`src/rtl/imgproc_pkg.sv`:
```
// rtl/imgproc_pkg.sv - shared types and constants for the raw pattern generator
package imgproc_pkg;

    localparam int PIX_W = 12;

    typedef enum logic [1:0] {
        ST_IDLE,
        ST_ACTIVE,
        ST_HBLANK,
        ST_VBLANK
    } pg_state_t;

    localparam logic [1:0] MODE_RAMP    = 2'd0;
    localparam logic [1:0] MODE_CHECKER = 2'd1;
    localparam logic [1:0] MODE_FLAT    = 2'd2;
    localparam logic [1:0] MODE_FRAME   = 2'd3;

endpackage

```
`src/rtl/raw_pattern_pixel.sv`:
```
// rtl/raw_pattern_pixel.sv - combinational pixel value for the selected test pattern
module raw_pattern_pixel
    import imgproc_pkg::*;
(
    input  logic [1:0]       mode,
    input  logic [11:0]      x,
    input  logic [11:0]      y,
    input  logic [3:0]       frame_lsb,
    output logic [PIX_W-1:0] data
);

    always_comb begin
        data = '0;
        case (mode)
            MODE_RAMP:    data = x + y;
            MODE_CHECKER: data = (x[3] ^ y[3]) ? 12'hFFF : 12'h000;
            MODE_FLAT:    data = 12'h800;
            default:      data = {frame_lsb, 8'h00};
        endcase
    end

endmodule

```
`src/rtl/raw_pattern_gen.sv`:
```
// rtl/raw_pattern_gen.sv - raster timing FSM and registered output pipeline
module raw_pattern_gen
    import imgproc_pkg::*;
#(
    parameter int H_ACTIVE = 640,
    parameter int V_ACTIVE = 480,
    parameter int H_BLANK  = 16,
    parameter int V_BLANK  = 32
) (
    input  logic             iCLK,
    input  logic             iRST,
    input  logic             iStart,
    input  logic             iEnd,
    input  logic [1:0]       iMode,
    output logic [PIX_W-1:0] oDATA,
    output logic             oDVAL,
    output logic [15:0]      oX_Cont,
    output logic [15:0]      oY_Cont,
    output logic [31:0]      oFrame_Cont
);

    localparam logic [15:0] X_LAST  = 16'(H_ACTIVE - 1);
    localparam logic [15:0] Y_LAST  = 16'(V_ACTIVE - 1);
    localparam logic [15:0] HB_LAST = 16'(H_BLANK - 1);
    localparam logic [15:0] VB_LAST = 16'(V_BLANK - 1);

    pg_state_t        state;
    logic [15:0]      x_q;
    logic [15:0]      y_q;
    logic [15:0]      blank_cnt;
    logic [31:0]      frame_q;
    logic             stop_q;
    logic [1:0]       mode_q;
    logic             first_pix;
    logic [1:0]       mode_eff;
    logic [PIX_W-1:0] pix;

    logic             s1_dval;
    logic [15:0]      s1_x;
    logic [15:0]      s1_y;
    logic [31:0]      s1_frame;
    logic [PIX_W-1:0] s1_data;

    // Mode is taken live on the frame's first pixel so it applies to that pixel too.
    assign first_pix = (state == ST_ACTIVE) && (x_q == 16'd0) && (y_q == 16'd0);
    assign mode_eff  = first_pix ? iMode : mode_q;

    raw_pattern_pixel u_pixel (
        .mode      (mode_eff),
        .x         (x_q[11:0]),
        .y         (y_q[11:0]),
        .frame_lsb (frame_q[3:0]),
        .data      (pix)
    );

    always_ff @(posedge iCLK or negedge iRST) begin
        if (!iRST) begin
            state     <= ST_IDLE;
            x_q       <= '0;
            y_q       <= '0;
            blank_cnt <= '0;
            frame_q   <= '0;
            stop_q    <= 1'b0;
            mode_q    <= '0;
        end else begin
            if (state != ST_IDLE && iEnd)
                stop_q <= 1'b1;
            if (first_pix)
                mode_q <= iMode;
            case (state)
                ST_IDLE: begin
                    x_q       <= '0;
                    y_q       <= '0;
                    blank_cnt <= '0;
                    if (iStart && !iEnd)
                        state <= ST_ACTIVE;
                end
                ST_ACTIVE: begin
                    if (x_q == X_LAST) begin
                        x_q       <= '0;
                        blank_cnt <= '0;
                        state     <= ST_HBLANK;
                    end else begin
                        x_q <= x_q + 16'd1;
                    end
                end
                ST_HBLANK: begin
                    if (blank_cnt == HB_LAST) begin
                        blank_cnt <= '0;
                        if (y_q < Y_LAST) begin
                            y_q   <= y_q + 16'd1;
                            state <= ST_ACTIVE;
                        end else begin
                            y_q   <= '0;
                            state <= ST_VBLANK;
                        end
                    end else begin
                        blank_cnt <= blank_cnt + 16'd1;
                    end
                end
                ST_VBLANK: begin
                    if (blank_cnt == VB_LAST) begin
                        blank_cnt <= '0;
                        frame_q   <= frame_q + 32'd1;
                        if (stop_q) begin
                            stop_q <= 1'b0;
                            state  <= ST_IDLE;
                        end else begin
                            state <= ST_ACTIVE;
                        end
                    end else begin
                        blank_cnt <= blank_cnt + 16'd1;
                    end
                end
                default: state <= ST_IDLE;
            endcase
        end
    end

    // Two register stages put pixel (0,0) on the outputs two edges after iStart is taken.
    always_ff @(posedge iCLK or negedge iRST) begin
        if (!iRST) begin
            s1_dval     <= 1'b0;
            s1_x        <= '0;
            s1_y        <= '0;
            s1_frame    <= '0;
            s1_data     <= '0;
            oDVAL       <= 1'b0;
            oX_Cont     <= '0;
            oY_Cont     <= '0;
            oFrame_Cont <= '0;
            oDATA       <= '0;
        end else begin
            s1_dval     <= (state == ST_ACTIVE);
            s1_x        <= x_q;
            s1_y        <= y_q;
            s1_frame    <= frame_q;
            s1_data     <= (state == ST_ACTIVE) ? pix : '0;
            oDVAL       <= s1_dval;
            oX_Cont     <= s1_x;
            oY_Cont     <= s1_y;
            oFrame_Cont <= s1_frame;
            oDATA       <= s1_dval ? s1_data : '0;
        end
    end

endmodule

```
`config.mk`:
```
export PLATFORM = sky130hd
export DESIGN_NAME = raw_pattern_gen
export DESIGN_NICKNAME = d
export VERILOG_FILES = /design/src/rtl/imgproc_pkg.sv /design/src/rtl/raw_pattern_pixel.sv /design/src/rtl/raw_pattern_gen.sv
export SDC_FILE = /design/constraint.sdc
export NUM_CORES = 1
export LEC_CHECK = 0
export BUFFER_PORTS_ARGS = -buffer_cell sky130_fd_sc_hd__buf_2
export CAP_MARGIN = 20
export CORE_MARGIN = 4
export CORE_UTILIZATION = 40
export CTS_CLUSTER_SIZE = 10
export DETAILED_ROUTE_END_ITERATION = 8
export PLACE_DENSITY = 0.57
export SYNTH_ARGS = -nofsm -noshare
export SYNTH_HDL_FRONTEND = slang
export SYNTH_SLANG_ARGS = --single-unit
export TNS_END_PERCENT = 20
```
`constraint.sdc`:
```
create_clock -name iCLK -period 3.6 [get_ports iCLK]
set_clock_uncertainty 0.05 [all_clocks]
set_input_delay 0.54 -clock iCLK [delete_from_list [all_inputs] [get_ports iCLK]]
set_output_delay 0.54 -clock iCLK [all_outputs]
set_load 0.02 [all_outputs]
```
==> impl_metrics.tcl, run 1 <==
set metrics [dict create \
    wl_per_cell_microns 16.48 \
    netlist_instances 710 \
    critPathMaxStageDelay_ns 0.49 \
    finalMaxSlewViolations 0 \
    final.fill_count 1977 \
    die_area_sq_mm 0.02474 \
    yosysTopAreaCell "dfrtp_1" \
    worst_hold_path_type "in2reg" \
    initial_core_util_pct 40.72 \
    cpMaxStageDelayCell "or4bb_1" \
    clockBufferDepth 3 \
    route.detailed.drc 0 \
    worstMarginPinSlew_ns 0.9449 \
    hp-start "iEnd" \
    cts_resized 0 \
    ios 83 \
    crit_buf_inv 2 \
    core-area_sq_mm 0.02189 \
    crit_type "reg2reg" \
    rows 54 \
    viasPerCell 5.201 \
    critPathCaptureType "register" \
    arrival_ns 3.32 \
    antenna_cells 0 \
    synth.ff_latch_count 239 \
    drive_gt1_share_pct 16.46 \
    min_period_ns 2.920 \
    critPathTopFamily "simple AND/OR/NAND/NOR gates" \
    netlist_area_sq_mm 0.008915 \
    nets 833 \
    root_buffer "clkbuf_16" \
    wirelength_microns 18030 \
    tns_ns 0 \
    drt_first_pass_iters 4 \
    gr-total-overflow 0 \
    hold_viol 0 \
    crit_path_start "x_q[1]" \
    place_ws_ns 0.6899 \
    antenna_left 0 \
    synth.area.top_cells "dfrtp_1 (67%), o21ai_0 (3.5%), xnor2_1 (3.2%)" \
    syn_nets 734 \
    ir_drop_uv 232.7 \
    yosys_warnings 0 \
    track_usage_pct 14.82 \
    powerDensity_mw_per_mm2 500.0 \
    cap_violations 0 \
    final_core_util_pct 47.63 \
    worstPathCellList "inv_1 -> ha_1 -> or4bb_1 -> nor4_1 -> and4_1 -> mux2i_1 -> inv_2 -> a2111o_1 -> nand2_1" \
    htreeDepth 1 \
    synth_seq_area_share_pct 67.09 \
    cts_tree "yes" \
    synth_top_cell_area_share_pct 67.09 \
    r2r_start "x_q[1]" \
    die_height_microns 157.3 \
    grt_max_degree 97 \
    whs_ns 0.2559 \
    required_ns 4.00 \
    fmax_ghz 0.3424 \
    period_share_pct 81.12 \
    grt_pass1_wl_microns 29900 \
    cts_sinks 239 \
    dr_total_vias 5690 \
    outcome "completed" \
    power_mw 5.213 \
    post_cts_buffers 0 \
    cts_hold_repair.buffers 1 \
    die_w_microns 157.3 \
    relSlewSlack_pct 37.01 \
    worst_slack_ns 0.6798 \
    numPortBuffers 82 \
    area_growth_pct 16.95 \
    dp_hpwl_microns 12320 \
    grt_pass1_vias 5769 \
    async_flop_share_pct 100.0 \
    gp_congestion 0.8532 \
    ys.flop_type "dfrtp_1" \
    ys_types 59 \
    setup_violations 0 \
    rsz0062_at_grt "no" \
    start_kind "register" \
    dr.first_iter.drc_count 375 \
    worstPathMaxFanout 7 \
    cts_buffers 28 \
    clk_pin_slew_ns 0.05 \
    antenna_found_initial 0 \
    insertion_delay_ns 0.52 \
    syn_avg_cell_area_sq_um 12.56 \
    leakage_nw 5.085 \
    synth-edff-count 0 \
]
state kept, by name, summed over array words and instances (netlist names):
signal / cells
oX_Cont: 16
mode_q: 2
s1_x: 16
x_q: 16
s1_data: 12
oDATA: 12
s1_y: 16
oFrame_Cont: 32
s1_frame: 32
stop_q: 1
state: 2
blank_cnt: 16
oY_Cont: 16
y_q: 16
oDVAL: 1
frame_q: 32
s1_dval: 1
metrics by stage:
stage | instance area [sq um] | cells
finish | 10430 | 1094
global route | 10430 | 1094
CTS | 10430 | 1094
detailed placement | 9649 | 1058
global placement | 9649 | 1058
floorplan | 8915 | 710
synth_stat cells, drive strengths merged (2+ instances only):
| library cell | n |
|---|---|
| dfrtp | 239 |
| nand2 | 65 |
| o21ai | 64 |
| xnor2 | 33 |
| nor2 | 31 |
| nand3 | 27 |
| a21oi | 26 |
| nand4 | 22 |
| and2 | 17 |
| ha | 17 |
| and3 | 16 |
| nor3 | 15 |
| inv | 12 |
| clkbuf | 11 |
| o31ai | 11 |
| xor2 | 11 |
| buf | 8 |
| a31oi | 7 |
| mux2i | 7 |
| nand2b | 7 |
| nor4 | 7 |
| o21a | 7 |
| nor2b | 6 |
| a21o | 5 |
| and4 | 5 |
| mux2 | 5 |
| or4 | 5 |
| or3 | 3 |
| a22o | 2 |
| a41o | 2 |
| o211ai | 2 |
metal layers:
metal / wire [microns] / GRT usage [%] / share of wire [%]
met1: 8533 / 21.68 / 47
met2: 8255 / 23.35 / 46
met3: 932 / 2.282 / 5.2
met4: 303 / 3.933 / 1.7
met5: 0 / 0 / 0
final timing paths:
| path | depth (start not counted) | slack [ns] | to |
|---|---|---|---|
| worst max-delay path | 9 | 0.68 | s1_data[3] |
| worst min-delay path | 3 | 0.26 | stop_q |
| worst max register to register | 9 | 0.68 | s1_data[3] |
| worst min register to register | 0 | 0.29 | oFrame_Cont[24] |
| max in group asynchronous | 3 | 2.12 | s1_frame[27] |
| min in group asynchronous | 2 | 0.50 | oDATA[1] |
cells in the final DEF (no fill, tap or decap), types with 11 or more instances in the layout:
| cell type | netlist | routed |
|---|---|---|
| nor2_1 | 31 | 31 |
| nand2_1 | 65 | 65 |
| ha_1 | 17 | 17 |
| clkbuf_16 | 0 | 28 |
| xnor2_1 | 33 | 33 |
| dfrtp_1 | 239 | 239 |
| o31ai_1 | 11 | 11 |
| and2_1 | 16 | 16 |
| o21ai_0 | 62 | 62 |
| xor2_1 | 11 | 11 |
| and3_1 | 16 | 16 |
| buf_2 | 4 | 81 |
| nor3_1 | 14 | 14 |
| nand4_1 | 21 | 21 |
| inv_1 | 11 | 11 |
| nand3_1 | 27 | 27 |
| a21oi_1 | 25 | 25 |
cells by family (layout without fill, tap and decap cells):
| kind of cell | count (synthesis) | in the layout | share of synthesized area (%) |
|---|---|---|---|
| DFF | 239 | 239 | 67.09 |
| and+or+nand+nor | 229 | 229 | 13.60 |
| AOI/OAI and AO/OA | 137 | 137 | 9.306 |
| xor gates and xnor gates | 44 | 44 | 4.323 |
| buffers and inverters | 31 | 135 | 1.614 |
| adders and majority gates | 18 | 18 | 2.610 |
| muxes | 12 | 12 | 1.460 |
worst reg2reg max path, delay by kind of cell (launching register included):
kind                     cells  cell delay (ns)
AO/OA/AOI/OAI                1             0.39
adder cells (fa/ha/maj)      1             0.15
AND/OR/NAND/NOR              4             1.23
buffers and inverters        2             0.16
multiplexers                 1             0.41
flip-flops                   1             0.47
layout make-up:
class	count	area (sq um)	share of cell area [%]
clock inverters	3	51.30	0.4920
well taps	280	350.3	3.360
inverters	12	45.04	0.4320
multi-input cells	440	2790	26.76
clock buffers	32	715.7	6.864
repair buffers	88	493.0	4.728
flip-flops and latches	239	5981	57.36
where the power goes:
group          internal, mW  switching [mW]
clock                  1.45           0.960
sequential             2.70         0.00386
combinational        0.0213          0.0742
Note: power is estimated with default switching activity, not from simulation.
==> inputs of run 2 (changes only) <==
==> constraint.sdc (replaced) <==
create_clock -name iCLK -period 2.95 [get_ports iCLK]
set_clock_uncertainty 0.05 [all_clocks]
set_input_delay 0.4425 -clock iCLK [delete_from_list [all_inputs] [get_ports iCLK]]
set_output_delay 0.4425 -clock iCLK [all_outputs]
set_load 0.02 [all_outputs]
==> run 2 against run 1 <==
Compared with the run above:
- clock-buffer cell count grew 2
- highest routed layer unchanged
- flip-flop and latch count is the same
- hold slack lost 0.10 ns
- die area is the same
- global-route usage grew 0.70 points
- fmax grew 6.7%
- critical endpoint is now s1_data[4]
==> impl_metrics.tcl, run 2 (synthesized netlist as in run 1, its figures left out) <==
set metrics [dict create \
    outcome "completed" \
    period_share_pct 92.80 \
    r2r_cells 9 \
    clk_pin_slew_ns 0.06 \
    clockBufferDepth 3 \
    most-common-layout-cells "dfrtp_1 (239), buf_2 (81), nand2_1 (64)" \
    hp-start "iEnd" \
    finalMaxSlewViolations 0 \
    dpl.cell_count 1078 \
    grt_pass1_vias 5922 \
    rows 54 \
    cts_tree "yes" \
    instances_no_fill 1115 \
    required_ns 3.34 \
    drt_first_pass_iters 5 \
    cts_buffers 28 \
    drive_gt1_share_pct 19.04 \
    die_height_microns 157.3 \
    nets 853 \
    cpMaxStageDelayCell "or4bb_1" \
    ff2ff_setup_slack_ns 0.21 \
    fmax_ghz 0.3653 \
    cts_sinks 239 \
    final.fill_count 1922 \
    insertion_delay_ns 0.54 \
    ir_drop_uv 315.6 \
    die_area_sq_mm 0.02474 \
    gp_congestion 0.8122 \
    area_growth_pct 18.60 \
    r2r_start "x_q[0]" \
    grt_max_degree 84 \
    wirelength_microns 18690 \
    core-area_sq_mm 0.02189 \
    dr_total_vias 5765 \
    arrival_ns 3.13 \
    dp_hpwl_microns 12960 \
    track_usage_pct 15.52 \
    wl_per_cell_microns 16.76 \
    worstPathMaxFanout 8 \
    viasPerCell 5.170 \
    hold_end "stop_q" \
    critPathMaxStageDelay_ns 0.49 \
    die_w_microns 157.3 \
    cap_violations 0 \
    ios 83 \
    antenna_found_initial 0 \
    worst_slack_ns 0.2123 \
    numPortBuffers 82 \
    initial_core_util_pct 40.72 \
    setup_violations 0 \
    reg2reg_to "s1_data[4]" \
    route.detailed.drc 0 \
    place_ws_ns 0.09702 \
    min_period_ns 2.738 \
    rsz0062_at_grt "yes" \
    grt_pass1_wl_microns 31130 \
    crit_type "reg2reg" \
    largestRegisters "frame_q: 32 flops, oFrame_Cont: 32 flops, s1_frame: 32 flops" \
    antenna_cells 0 \
    critPathCaptureType "register" \
    crit_path_start "x_q[0]" \
    post_cts_buffers 0 \
    worstMarginPinSlew_ns 1.045 \
    relSlewSlack_pct 30.33 \
    final_common_cell "dfrtp_1" \
    hold_viol 0 \
    min_path_cells 3 \
    power_mw 6.360 \
    gr-total-overflow 0 \
    powerDensity_mw_per_mm2 601.5 \
    htreeDepth 1 \
    dr.first_iter.drc_count 331 \
    worst_hold_path_type "in2reg" \
    root_buffer "clkbuf_16" \
    start_kind "register" \
    worstPathCellList "inv_1 -> ha_1 -> or4bb_1 -> nor4_1 -> and4_2 -> buf_4 -> mux2i_2 -> nand2_2 -> a21oi_1" \
    antenna_left 0 \
    leakage_nw 5.190 \
]
## run 2: changes by cell type in the layout (fill, tap and decap cells not counted), moves of 2 or more
cell and change:
buf_4 +21, clkbuf_8 +2, mux2i_1 -2, mux2i_2 +2
## run 2: power breakdown
part           switching [mW]  internal (mW)  total, mW
registers             0.00419           3.30       3.30
clock network            1.20           1.74       2.94
logic                  0.0918         0.0273      0.119
total                    1.30           5.06       6.36
## run 2: worst max path at each step
stage / slack [ns] / to / cells past startpoint
after floorplan: 0.43 / s1_data[3] / 10
after global routing: -0.007 / s1_data[4] / 9
after global placement: 0.29 / s1_data[10] / 9
final: 0.21 / s1_data[4] / 9
after detailed placement: 0.1 / s1_data[4] / 9
after CTS: 0.08 / s1_data[4] / 9
## run 2: what timing repair did
item | CTS | global route
setup endpoints to repair | 0 | 11
hold endpoints to repair | 78 | 0
gates resized for setup | 0 | 4
hold buffers | 1 | 0
## run 2: cell type report
cell class,count,area [sq um],share of cell area [%]
multi-input cells,440,2801,26.50
repair buffers,108,630.6,5.965
clock inverters,2,21.27,0.2012
flip-flops and latches,239,5981,56.57
clock buffers,34,743.2,7.030
well taps,280,350.3,3.314
inverters,12,45.04,0.4260
## run 2: through the flow
step                      util [%]  cell area (sq um)  setup TNS (ns)  hold WS [ns]
after global routing         48.30              10570       -0.009095        0.1485
after detailed placement     44.71               9787               0        0.2847
after floorplan                  -               8915               0       0.09691
after global placement       44.71               9787               0        0.2832
final                        48.30              10570               0        0.1519
after CTS                    48.25              10560               0        0.1320
## run 2: worst max-delay path, delay by kind of cell, from the launching register on
family,cells,cell delay [ns]
DFF,1,0.45
buffers and inverters,2,0.27
muxes,1,0.29
adders and majority gates,1,0.14
and+or+nand+nor,4,1.25
AOI/OAI and AO/OA,1,0.20
## run 2: metal layers
metal	track usage [%]	part of all wire, %	vias to the layer above
li1	-	-	2722
met2	23.81	45	171
met5	0	0	-
met4	5.899	2.2	0
met1	22.12	46	2836
met3	2.914	7.0	36
==> inputs of run 3 (changes only) <==
--- a/config.mk
+++ b/config.mk
@@ -5,13 +5,14 @@
 export SDC_FILE = /design/constraint.sdc
 export NUM_CORES = 1
 export LEC_CHECK = 0
+export ABC_AREA = 1
 export BUFFER_PORTS_ARGS = -buffer_cell sky130_fd_sc_hd__buf_2
 export CAP_MARGIN = 20
 export CORE_MARGIN = 4
-export CORE_UTILIZATION = 40
+export CORE_UTILIZATION = 59
 export CTS_CLUSTER_SIZE = 10
 export DETAILED_ROUTE_END_ITERATION = 8
-export PLACE_DENSITY = 0.57
+export PLACE_DENSITY = 0.79
 export SYNTH_ARGS = -nofsm -noshare
 export SYNTH_HDL_FRONTEND = slang
 export SYNTH_SLANG_ARGS = --single-unit
==> run 3 against run 2 <==
Compared with the run above:
- worst setup slack better by 0.56 ns
- clock-buffer cell count down 2
- wire length grew 8.1%
- area after synthesis grew 8.7%
- via count up 21%
- final area increased by 5.0%
- combinational power rose to 8.4 times the previous value
- total power up 17%
- critical path type unchanged
- largest cell class unchanged
==> impl_metrics.tcl, run 3 <==
set metrics [dict create \
    outcome "completed" \
    wirelength_microns 20200 \
    min_path_cells 3 \
    drive_gt1_share_pct 13.92 \
    route.detailed.drc 0 \
    netlist_instances 980 \
    r2r_cells 9 \
    instances_no_fill 1301 \
    min_period_ns 2.181 \
    gr-total-overflow 0 \
    yosysMostFrequentCell "dfrtp_1" \
    synth_top_family_by_area "simple AND/OR/NAND/NOR gates" \
    grt_max_degree 82 \
    viasPerCell 5.348 \
    die_area_sq_mm 0.01854 \
    final.fill_count 1194 \
    synth-edff-count 0 \
    ys.flop_type "dfrtp_1" \
    track_usage_pct 22.71 \
    async_flop_share_pct 100.0 \
    synth-compound-area-share_pct 6.106 \
    synth_commonest_cells "dfrtp_1 (239), nand2_1 (215), inv_1 (109)" \
    syn_avg_cell_area_sq_um 9.890 \
    ir_drop_uv 546.8 \
    final_common_cell "dfrtp_1" \
    highest_layer "met4" \
    clk_pin_slew_ns 0.05 \
    dpl.cell_count 1266 \
    period_share_pct 73.94 \
    critPathCaptureType "register" \
    worst_hold_path_type "in2reg" \
    numPortBuffers 82 \
    dr_total_vias 6958 \
    cap_violations 0 \
    relSlewSlack_pct 68.66 \
    synthSimpleGateAreaFrac_pct 19.55 \
    post_cts_buffers 0 \
    ios 83 \
    nets 1105 \
    final_core_util_pct 69.40 \
    synth-xor-area-share_pct 4.428 \
    synthAdderAreaFrac_pct 2.401 \
    cts_sinks 239 \
    powerDensity_mw_per_mm2 669.4 \
    initial_core_util_pct 60.57 \
    finalMaxSlewViolations 0 \
    die_w_microns 136.2 \
    ff2ff_setup_slack_ns 0.77 \
    yosysTopAreaCell "dfrtp_1" \
    die_height_microns 136.2 \
    core-area_sq_mm 0.01600 \
    synth_seq_area_share_pct 61.71 \
    insertion_delay_ns 0.52 \
    wl_met2_microns 9414 \
    required_ns 3.30 \
    start_kind "register" \
    most-common-layout-cells "dfrtp_1 (239), nand2_1 (215), inv_1 (109)" \
    leakage_nw 5.779 \
    synthMuxAreaShare_pct 0.1033 \
    arrival_ns 2.53 \
    dp_hpwl_microns 13830 \
    antenna_found_initial 0 \
    drt_first_pass_iters 5 \
    grt_pass1_vias 6691 \
    cts_tree "yes" \
    largestRegisters "frame_q: 32 flops, oFrame_Cont: 32 flops, s1_frame: 32 flops" \
    syn_nets 1004 \
    ys_types 39 \
    setup_violations 0 \
    cts_buffers 28 \
    dr.first_iter.drc_count 648 \
    fmax_ghz 0.4585 \
    synth.area.top_cells "dfrtp_1 (62%), nand2_1 (8.3%), inv_1 (4.2%)" \
    gp_congestion 0.9247 \
    synth_top_cell_area_share_pct 61.71 \
    wl_per_cell_microns 15.52 \
    area_growth_pct 14.58 \
    tns_ns 0 \
    synth.ff_latch_count 239 \
    root_buffer "clkbuf_16" \
    antenna_left 0 \
    htreeDepth 1 \
    rsz0062_at_grt "no" \
    met3_length_microns 1233 \
    clockBufferDepth 3 \
    worstPathMaxFanout 17 \
    antenna_cells 0 \
    grt_pass1_wl_microns 33610 \
    worstMarginPinSlew_ns 0.4701 \
    power_mw 7.434 \
    rows 46 \
    netlist_area_sq_mm 0.009692 \
    wl_met1_microns 8971 \
    hold_viol 0 \
    yosys_warnings 0 \
    crit_type "reg2reg" \
]
[run 3: changes by cell type in the layout (fill, tap and decap cells not counted), moves of 13 or more]
cell     before  now
nand2_1      64  215
inv_1        11  109
nor2_1       31   95
xor2_1       11   43
xnor2_1      33    6
nand3_1      27   49
buf_4        24    3
and2_1       16    0
and3_1       16    0
o22ai_1       1   14
[run 3: stage by stage]
stage | setup slack (ns) | instance area, sq um | hold slack (ns)
after global routing | 0.6054 | 11100 | 0.2137
after floorplan | 1.118 | 9692 | 0.09691
after detailed placement | 0.7984 | 10330 | 0.2847
after global placement | 0.8658 | 10330 | 0.2813
final | 0.7688 | 11100 | 0.2217
after CTS | 0.7666 | 11100 | 0.2092
[run 3: layout make-up]
cell class	instances	area, sq um	area share (%)
sequential	239	5981	53.86
inverter	118	442.9	3.989
clock buffer	32	735.7	6.625
multi-input combinational	606	3158	28.44
clock inverter	2	23.77	0.2141
timing repair buffer	88	493.0	4.439
tap	216	270.3	2.434
[run 3: worst max-delay path: stages, from the launching register on]
cell and delay (ns):
dfrtp_1 0.42, ha_1 0.23, nand3_2 0.15, nor2_1 0.13, nand4_1 0.09, nand2_2 0.30, inv_2 0.19, or2_0 0.26
nor2_1 0.13, o21ai_0 0.09
[run 3: where the power goes]
part / leakage (nW) / total [mW] / switching, mW / internal (mW)
logic: 2.10 / 0.994 / 0.726 / 0.268
registers: 3.32 / 3.54 / 0.118 / 3.42
clock network: 0.369 / 2.90 / 1.18 / 1.73
[run 3: cell families (layout without fill, tap and decap cells)]
logic type      count (synthesis)  in the layout
mux                             1              1
fa+ha+maj                      18             18
simple gates                  429            429
compound gates                109            109
flops                         239            239
buf+inv                       135            240
xor+xnor                       49             49
[run 3: worst paths after layout]
path	startpoint	to
max in group asynchronous	iRST	oFrame_Cont[10]
min in group asynchronous	iRST	y_q[7]
worst min-delay path	iMode[0]	mode_q[0]
worst min register to register	s1_frame[26]	oFrame_Cont[26]
worst max register to register	x_q[1]	state[0]
worst max-delay path	x_q[1]	state[0]
[run 3: metal layers]
| metal | GRT usage [%] | vias to the layer above |
|---|---|---|
| met5 | 0 | - |
| met2 | 35.44 | 258 |
| met3 | 3.997 | 50 |
| met4 | 6.775 | 0 |
| li1 | - | 3325 |
| met1 | 33.08 | 3325 |
[run 3: timing repair]
action                     in CTS  in global routing
hold endpoints to repair       56                  0
resized for setup               0                  0
hold buffers                    1                  0
setup endpoints to repair       0                  0
